==> src/rtl/reg_share_arbiter.sv <==
// reg_share_arbiter: round-robin arbiter in front of one shared WIDTH-bit register.
// An ARB cycle picks a winner and the following ACCESS cycle performs its read/optional write.
// Each access returns the register's pre-access value on rdata.
//
// Ports:
//   clock  - sole clock, rising edge
//   reset  - synchronous, active-high
//   req    - per-requester level request, held until granted
//   we     - per-requester write enable, only honoured for the granted requester
//   wdata  - packed write data, requester i drives [i*WIDTH +: WIDTH]
//   grant  - one-hot (or zero) access strobe, high during the ACCESS cycle
//   rdata  - register value read by the most recent completed access
//   value  - current register contents
//   busy   - high while in ACCESS
module reg_share_arbiter #(
  parameter int unsigned     N_REQ = 4,
  parameter int unsigned     WIDTH = 8,
  parameter logic [WIDTH-1:0] INIT = WIDTH'(7)
) (
  input  logic                   clock,
  input  logic                   reset,
  input  logic [N_REQ-1:0]       req,
  input  logic [N_REQ-1:0]       we,
  input  logic [N_REQ*WIDTH-1:0] wdata,
  output logic [N_REQ-1:0]       grant,
  output logic [WIDTH-1:0]       rdata,
  output logic [WIDTH-1:0]       value,
  output logic                   busy
);

  localparam int unsigned IW = (N_REQ > 1) ? $clog2(N_REQ) : 1;

  typedef enum logic [0:0] {StArb, StAccess} state_e;

  state_e           state_q, state_d;
  logic [IW-1:0]    last_q, win_q, pick;
  logic [WIDTH-1:0] reg_q, rdata_q, wsel;
  logic             access_ok;

  // Round-robin search starting just after the last completed winner.
  always_comb begin
    logic          found;
    logic [IW-1:0] cand_idx;
    int            cand;
    found    = 1'b0;
    pick     = '0;
    cand_idx = '0;
    cand     = 0;
    for (int k = 1; k <= int'(N_REQ); k++) begin
      cand     = (int'(last_q) + k) % int'(N_REQ);
      cand_idx = IW'(cand);
      if (!found && req[cand_idx]) begin
        found = 1'b1;
        pick  = cand_idx;
      end
    end
  end

  // Write-data slice of the current winner.
  always_comb begin
    wsel = '0;
    for (int i = 0; i < int'(N_REQ); i++) begin
      if (IW'(i) == win_q) wsel = wdata[i*WIDTH +: WIDTH];
    end
  end

  // A winner that dropped req before its ACCESS cycle is cancelled; reset also aborts.
  assign access_ok = (state_q == StAccess) && req[win_q] && !reset;

  always_comb begin
    state_d = state_q;
    grant   = '0;
    unique case (state_q)
      StArb:    if (|req) state_d = StAccess;
      StAccess: begin
        state_d = StArb;
        if (access_ok) grant[win_q] = 1'b1;
      end
      default:  state_d = StArb;
    endcase
  end

  always_ff @(posedge clock) begin
    if (reset) begin
      state_q <= StArb;
      last_q  <= IW'(N_REQ - 1);
      win_q   <= '0;
      reg_q   <= INIT;
      rdata_q <= '0;
    end else begin
      state_q <= state_d;
      if (state_q == StArb && |req) win_q <= pick;
      if (access_ok) begin
        rdata_q <= reg_q;
        last_q  <= win_q;
        if (we[win_q]) reg_q <= wsel;
      end
    end
  end

  assign rdata = rdata_q;
  assign value = reg_q;
  assign busy  = (state_q == StAccess);

endmodule

==> config.mk <==
export PLATFORM = sky130hd
export DESIGN_NAME = reg_share_arbiter
export DESIGN_NICKNAME = d
export VERILOG_FILES = /design/src/rtl/reg_share_arbiter.sv
export SDC_FILE = /design/constraint.sdc
export NUM_CORES = 1
export LEC_CHECK = 0
export CAP_MARGIN = 20
export CORE_MARGIN = 1
export CORE_UTILIZATION = 43
export DETAILED_ROUTE_END_ITERATION = 10
export HOLD_SLACK_MARGIN = 0.1
export MAX_ROUTING_LAYER = met4
export PLACE_DENSITY = 0.83
export SLEW_MARGIN = 20
export SYNTH_ARGS = -nofsm -noshare
export SYNTH_HDL_FRONTEND = slang
export SYNTH_SLANG_ARGS = --single-unit
export TNS_END_PERCENT = 20
==> constraint.sdc <==
create_clock -name clock -period 2.8 [get_ports clock]
set_input_delay 0.28 -clock clock [delete_from_list [all_inputs] [get_ports clock]]
set_output_delay 0.28 -clock clock [all_outputs]
set_load 0.03 [all_outputs]
== Word-level counts from Yosys, hierarchy flattened ==
Index checks and enable logic that the tools add are counted.
Operators by class
  add/subtract/negate cells: 4
  multipliers: 0
  divide/modulo/power cells: 0
  $lt $le $gt $ge: 6
  equal/unequal tests: 3
  shift operators: 0
  mux-type cells: 29
  bitwise operators: 1
  reductions and logical operators: 14
Operators by type and width (count)
  2-to-1 mux 8 bit: 4
  < comparator 2 x 3 -> 1 bit (second input constant): 5
  binary-select mux 1 bit (select 2 bit): 6
  2-to-1 mux 1 bit: 11
  2-to-1 mux 2 bit: 4
  2-to-1 mux 4 bit: 2
  logical AND 1 bit: 7
  adder 2 x 1 -> 2 bit (second input constant): 2
  adder 2 bit (second input constant): 2
  == test 2 bit (first input constant): 2
  zero test 1 bit: 4
  OR reduction 4 bit: 1
  demux 1 bit (select 2 bit): 1
  == test 1 x 2 -> 1 bit (first input constant): 1
  >= comparator 2 x 1 -> 1 bit (second input constant): 1
  zero test 2 bit: 1
  case mux 1 bit (2 select lines): 1
  AND reduction 2 bit: 1
  inverter 1 bit: 1
Word-level totals
  bits in registers: 21
  latch bits: 0
  memory bits (writable): 0
  bits in read-only memories: 0
  bits of input ports: 42
  output and inout port bits: 21
  logic and storage cells: 62
  memories kept: 0

== Depth between registers and ports, before layout ==
  depth after elaboration: 13
  depth in mapped cells: 6

== Worst setup path after synthesis ==
Ideal clock, no wire load.
  path kind: flip-flop to output port
  from: register win_q[0]
  to: output grant[0]
  arrival time: 1.722 ns
  required time: 2.520 ns
  slack: 0.798 ns
  stages on the path, launching flop included: 5
  path buffers: 2
  cell sequence: dfxtp_1 > buf_2 > buf_6 > or3b_1 > nor3b_1
On the way
  cells in the longest elaborated chain, start to end: 6
Ends and longest elaborated chain
  from (decl): line 36  | logic [IW-1:0] last_q, win_q, pick;
  from (signal assigned): line 92  | if (state_q == StArb && |req) win_q <= pick;
  < comparator 2 x 3 -> 1 bit (not written as such), or another cell as far along: line 77  | if (access_ok) grant[win_q] = 1'b1;
  logical AND 1 bit (not written as such) or 2-to-1 mux 1 bit (tied branches): line 77, 68
  2-to-1 mux 1 bit (not written as such) or logical AND 1 bit (tied branches): line 77, 68
  demux 1 bit (select 2 bit) or logical AND 1 bit (tied branches): line 77, 68
  2-to-1 mux 4 bit *: line 77
  2-to-1 mux 4 bit *: line 73  | unique case (state_q)
  to (decl): line 25  | output logic [N_REQ-1:0] grant,
Every way passes the cells marked *; elsewhere a longest branch is shown, timed or not. The select of a mux whose other input is x is not followed.

== Final worst setup path ==
  from: register state_q (netlist: busy)
  to: output grant[2]
On the way
  cells in the longest elaborated chain, start to end: 4
Ends and longest elaborated chain
  from (decl): line 35  | state_e state_q, state_d;
  from (signal assigned): line 85  | state_q <= StArb;
  from (signal assigned): line 91  | state_q <= state_d;
  logical AND 1 bit (2 in a row): line 68  | assign access_ok = (state_q == StAccess) && req[win_q] && !reset;
  2-to-1 mux 4 bit: line 77
  2-to-1 mux 4 bit *: line 73
Every way passes the cells marked *; elsewhere a longest branch is shown, timed or not.

==> out/results.txt <==
outcome = finished clean
fmax = 446 MHz
Syn Std Cell Area = 0.00125 mm2
sequential-to-total area share from yosys stat = 33.6%
Root Buffer = clkbuf_4
total power = 756 uW
DRT Wirelength = 3190 um
number of buffers created by CTS = 3
post-cts sizing count = 0
cells along the critical path = or3b_1 -> nor2_1 -> clkdlybuf4s50_1
first-pass GRT wire length = 5260 um
post-synthesis compound-gate area fraction = 16.2%
syn_nets = 175
antenna-violating nets left = 0
IO Pins = 63
Final setup violation count = 0
routed wire length per instance = 14.3 um
Worst path slowest cell = clkdlybuf4s50_1
remaining global-route overflow = 0
Final WS setup = 0.559 ns
Critical Path End Type = output port
Final nets = 235
syn avg cell area = 9.41 um2
fraction of synthesized area in multiplexers = 25.3%
Synthesis Warnings = 0
Slew @ Worst Pin = 0.437 ns
Tcrit/Tclk final = 80.0%
First-pass DRT Iterations = 4
vias in the first global route = 1233
Worst Path Max Fanout = 6
unrepaired setup endpoints after global routing = no
H-tree lvl count = 1
met2 Resource Use GR = 40.6%
final hold vios = 0
core area = 0.00276 mm2
Starting DRT DRC Count = 23
CTS hold repair buffers = 0
Mapped Cells = 133
Crit path required time = 2.52 ns
Synth Area in XOR/XNOR = 0%
Die ar. = 0.00313 mm2
vias per cell = 5.43
Adder-Cell Fraction of Synth Area = 0%
Simple-Gate Fraction of Synth Area = 18.7%
IO buf count = 62
layout cells sized above 1 = 12.5%
initial antenna violation count = 0
Hold Crit Class = flip-flop to flip-flop
Max Cap Viol = 0
Initial Utilization = 45.4%
FP Rows = 19
delay-heaviest family, CP = buffers and inverters
pin count of the biggest net entering global routing = 25
Worst-path clk slew = 0.13 ns
Synth area leaders = dfxtp_1 (34%), mux4_2 (13%), nand2_1 (6.6%), mux2i_1 (6.4%), a21oi_1 (4.8%)
crit-path max cell delay = 0.68 ns
Crit Path Class = flip-flop to output port
Critical Path AT = 1.96 ns
Yosys top cell by area = dfxtp_1
Final min period = 2.24 ns
gr usage total = 21.8%
Yosys top cell area share = 33.6%
post-CTS setup buffer count = 0
CTS tree = built
WP buf/inv = 1
die width = 55.9 um
pwr dens = 400 mW/mm2
P_leak = 0.000691 uW
startpoint class of the critical path = flip-flop
DR DRC count = 0
# clock sinks = 21
VDD IR max = 352 uV
RePlAce Congestion = 0.831
Rel. slew slack = 70.7%
Worst Setup Slack post-DPL = 0.629 ns
ant diodes = 0
routed vias = 1211
main combinational cell family by area after synthesis = multiplexers
M1 GR Usage = 24.0%
Synth Register Bits = 21
met3 global-route usage = 3.26%
setup TNS = 0 ns
Clock Latency Late Sink = 0.31 ns
Clock Path Buffers = 2
Chip Height = 55.9 um
Final Skew = 0.00317 ns
gr busiest metal = met2
max-slew violations = 0
hpwl dp = 2550 um
library cells used by synthesis = 31
P&R area growth vs syn = 50.9%
[final timing paths]
check / start / end / slack [ns] / depth (start not counted)
worst min-delay path: rdata[7] / rdata[7] / 0.46 / 2
worst max register to register: win_q[1] / value[2] / 1.11 / 5
worst max-delay path: busy / grant[2] / 0.56 / 3
worst min register to register: rdata[7] / rdata[7] / 0.46 / 2
[layout make-up]
| type | instances | area (um2) |
|---|---|---|
| clock buffer | 3 | 22.5 |
| timing repair buffer | 65 | 641 |
| fill | 223 | 870 |
| tap | 31 | 38.8 |
| sequential | 21 | 420 |
| clock inverter | 1 | 5.00 |
| multi-input combinational | 100 | 753 |
| inverter | 2 | 7.51 |
[where the power goes]
part	leakage, uW	internal [uW]	switching, uW
Combinational	0.000502	145	122
Clock	0.0000177	53.4	99.4
Sequential	0.000171	317	18.9
Total	0.000691	516	240
[registers in the layout, summed over array words and instances (netlist names)]
signal and cells:
busy 1, last_q 2, rdata 8, value 8
win_q 2
[layer usage]
metal	part of all wire, %	vias up
li1	-	595
met1	41	571
met2	54	39
met3	3.7	6
met4	1.8	0
met5	0	-
[cells by family after synthesis]
logic type      Yosys count
compound gates           29
simple gates             51
flops                    21
buf+inv                  12
mux                      20
[tightest hold or removal path: stages, from the launching register on]
cell and delay [ns]:
dfxtp_1 0.33, nand2_1 0.05, a21oi_1 0.05
[cell usage after synthesis (all sizes together)]
| master | n |
|---|---|
| clkbuf | 4 |
| o221ai | 1 |
| a311oi | 2 |
| or3b | 1 |
| mux4 | 8 |
| a21oi | 13 |
| mux2i | 11 |
| o21ai | 6 |
| o22a | 2 |
| nand3b | 2 |
| nor2b | 1 |
| nand2 | 23 |
| a31oi | 1 |
| mux2 | 1 |
| nand3 | 6 |
| inv | 2 |
| o22ai | 2 |
| buf | 6 |
| nor3b | 2 |
| nand2b | 4 |
| nor2 | 12 |
| dfxtp | 21 |
| a21o | 2 |
[placed cells by master (no fill, tap or decap), drive strengths merged]
cell,instances
clkbuf,3
o22a,2
buf,4
a21o,2
dfxtp,21
a31oi,1
nor2b,1
clkdlybuf4s50,61
nor2,12
o22ai,2
nor3b,2
mux4,8
mux2i,11
nand2,23
o221ai,1
nand3,6
a311oi,2
clkinv,1
o21ai,6
mux2,1
a21oi,13
nand2b,4
nand3b,2
or3b,1
inv,2
[through the flow]
| step | util (%) | hold WS (ns) | std cells | instance area (um2) |
|---|---|---|---|---|
| finish | 68.5 | 0.459 | 223 | 1890 |
| global route | 68.5 | 0.477 | 223 | 1890 |
| CTS | 68.5 | 0.459 | 223 | 1890 |
| detailed placement | 67.5 | 0.443 | 219 | 1860 |
| global placement | 67.5 | 0.438 | 219 | 1860 |
| floorplan | - | 0.462 | 133 | 1250 |
(Power assumes the default switching activity.)
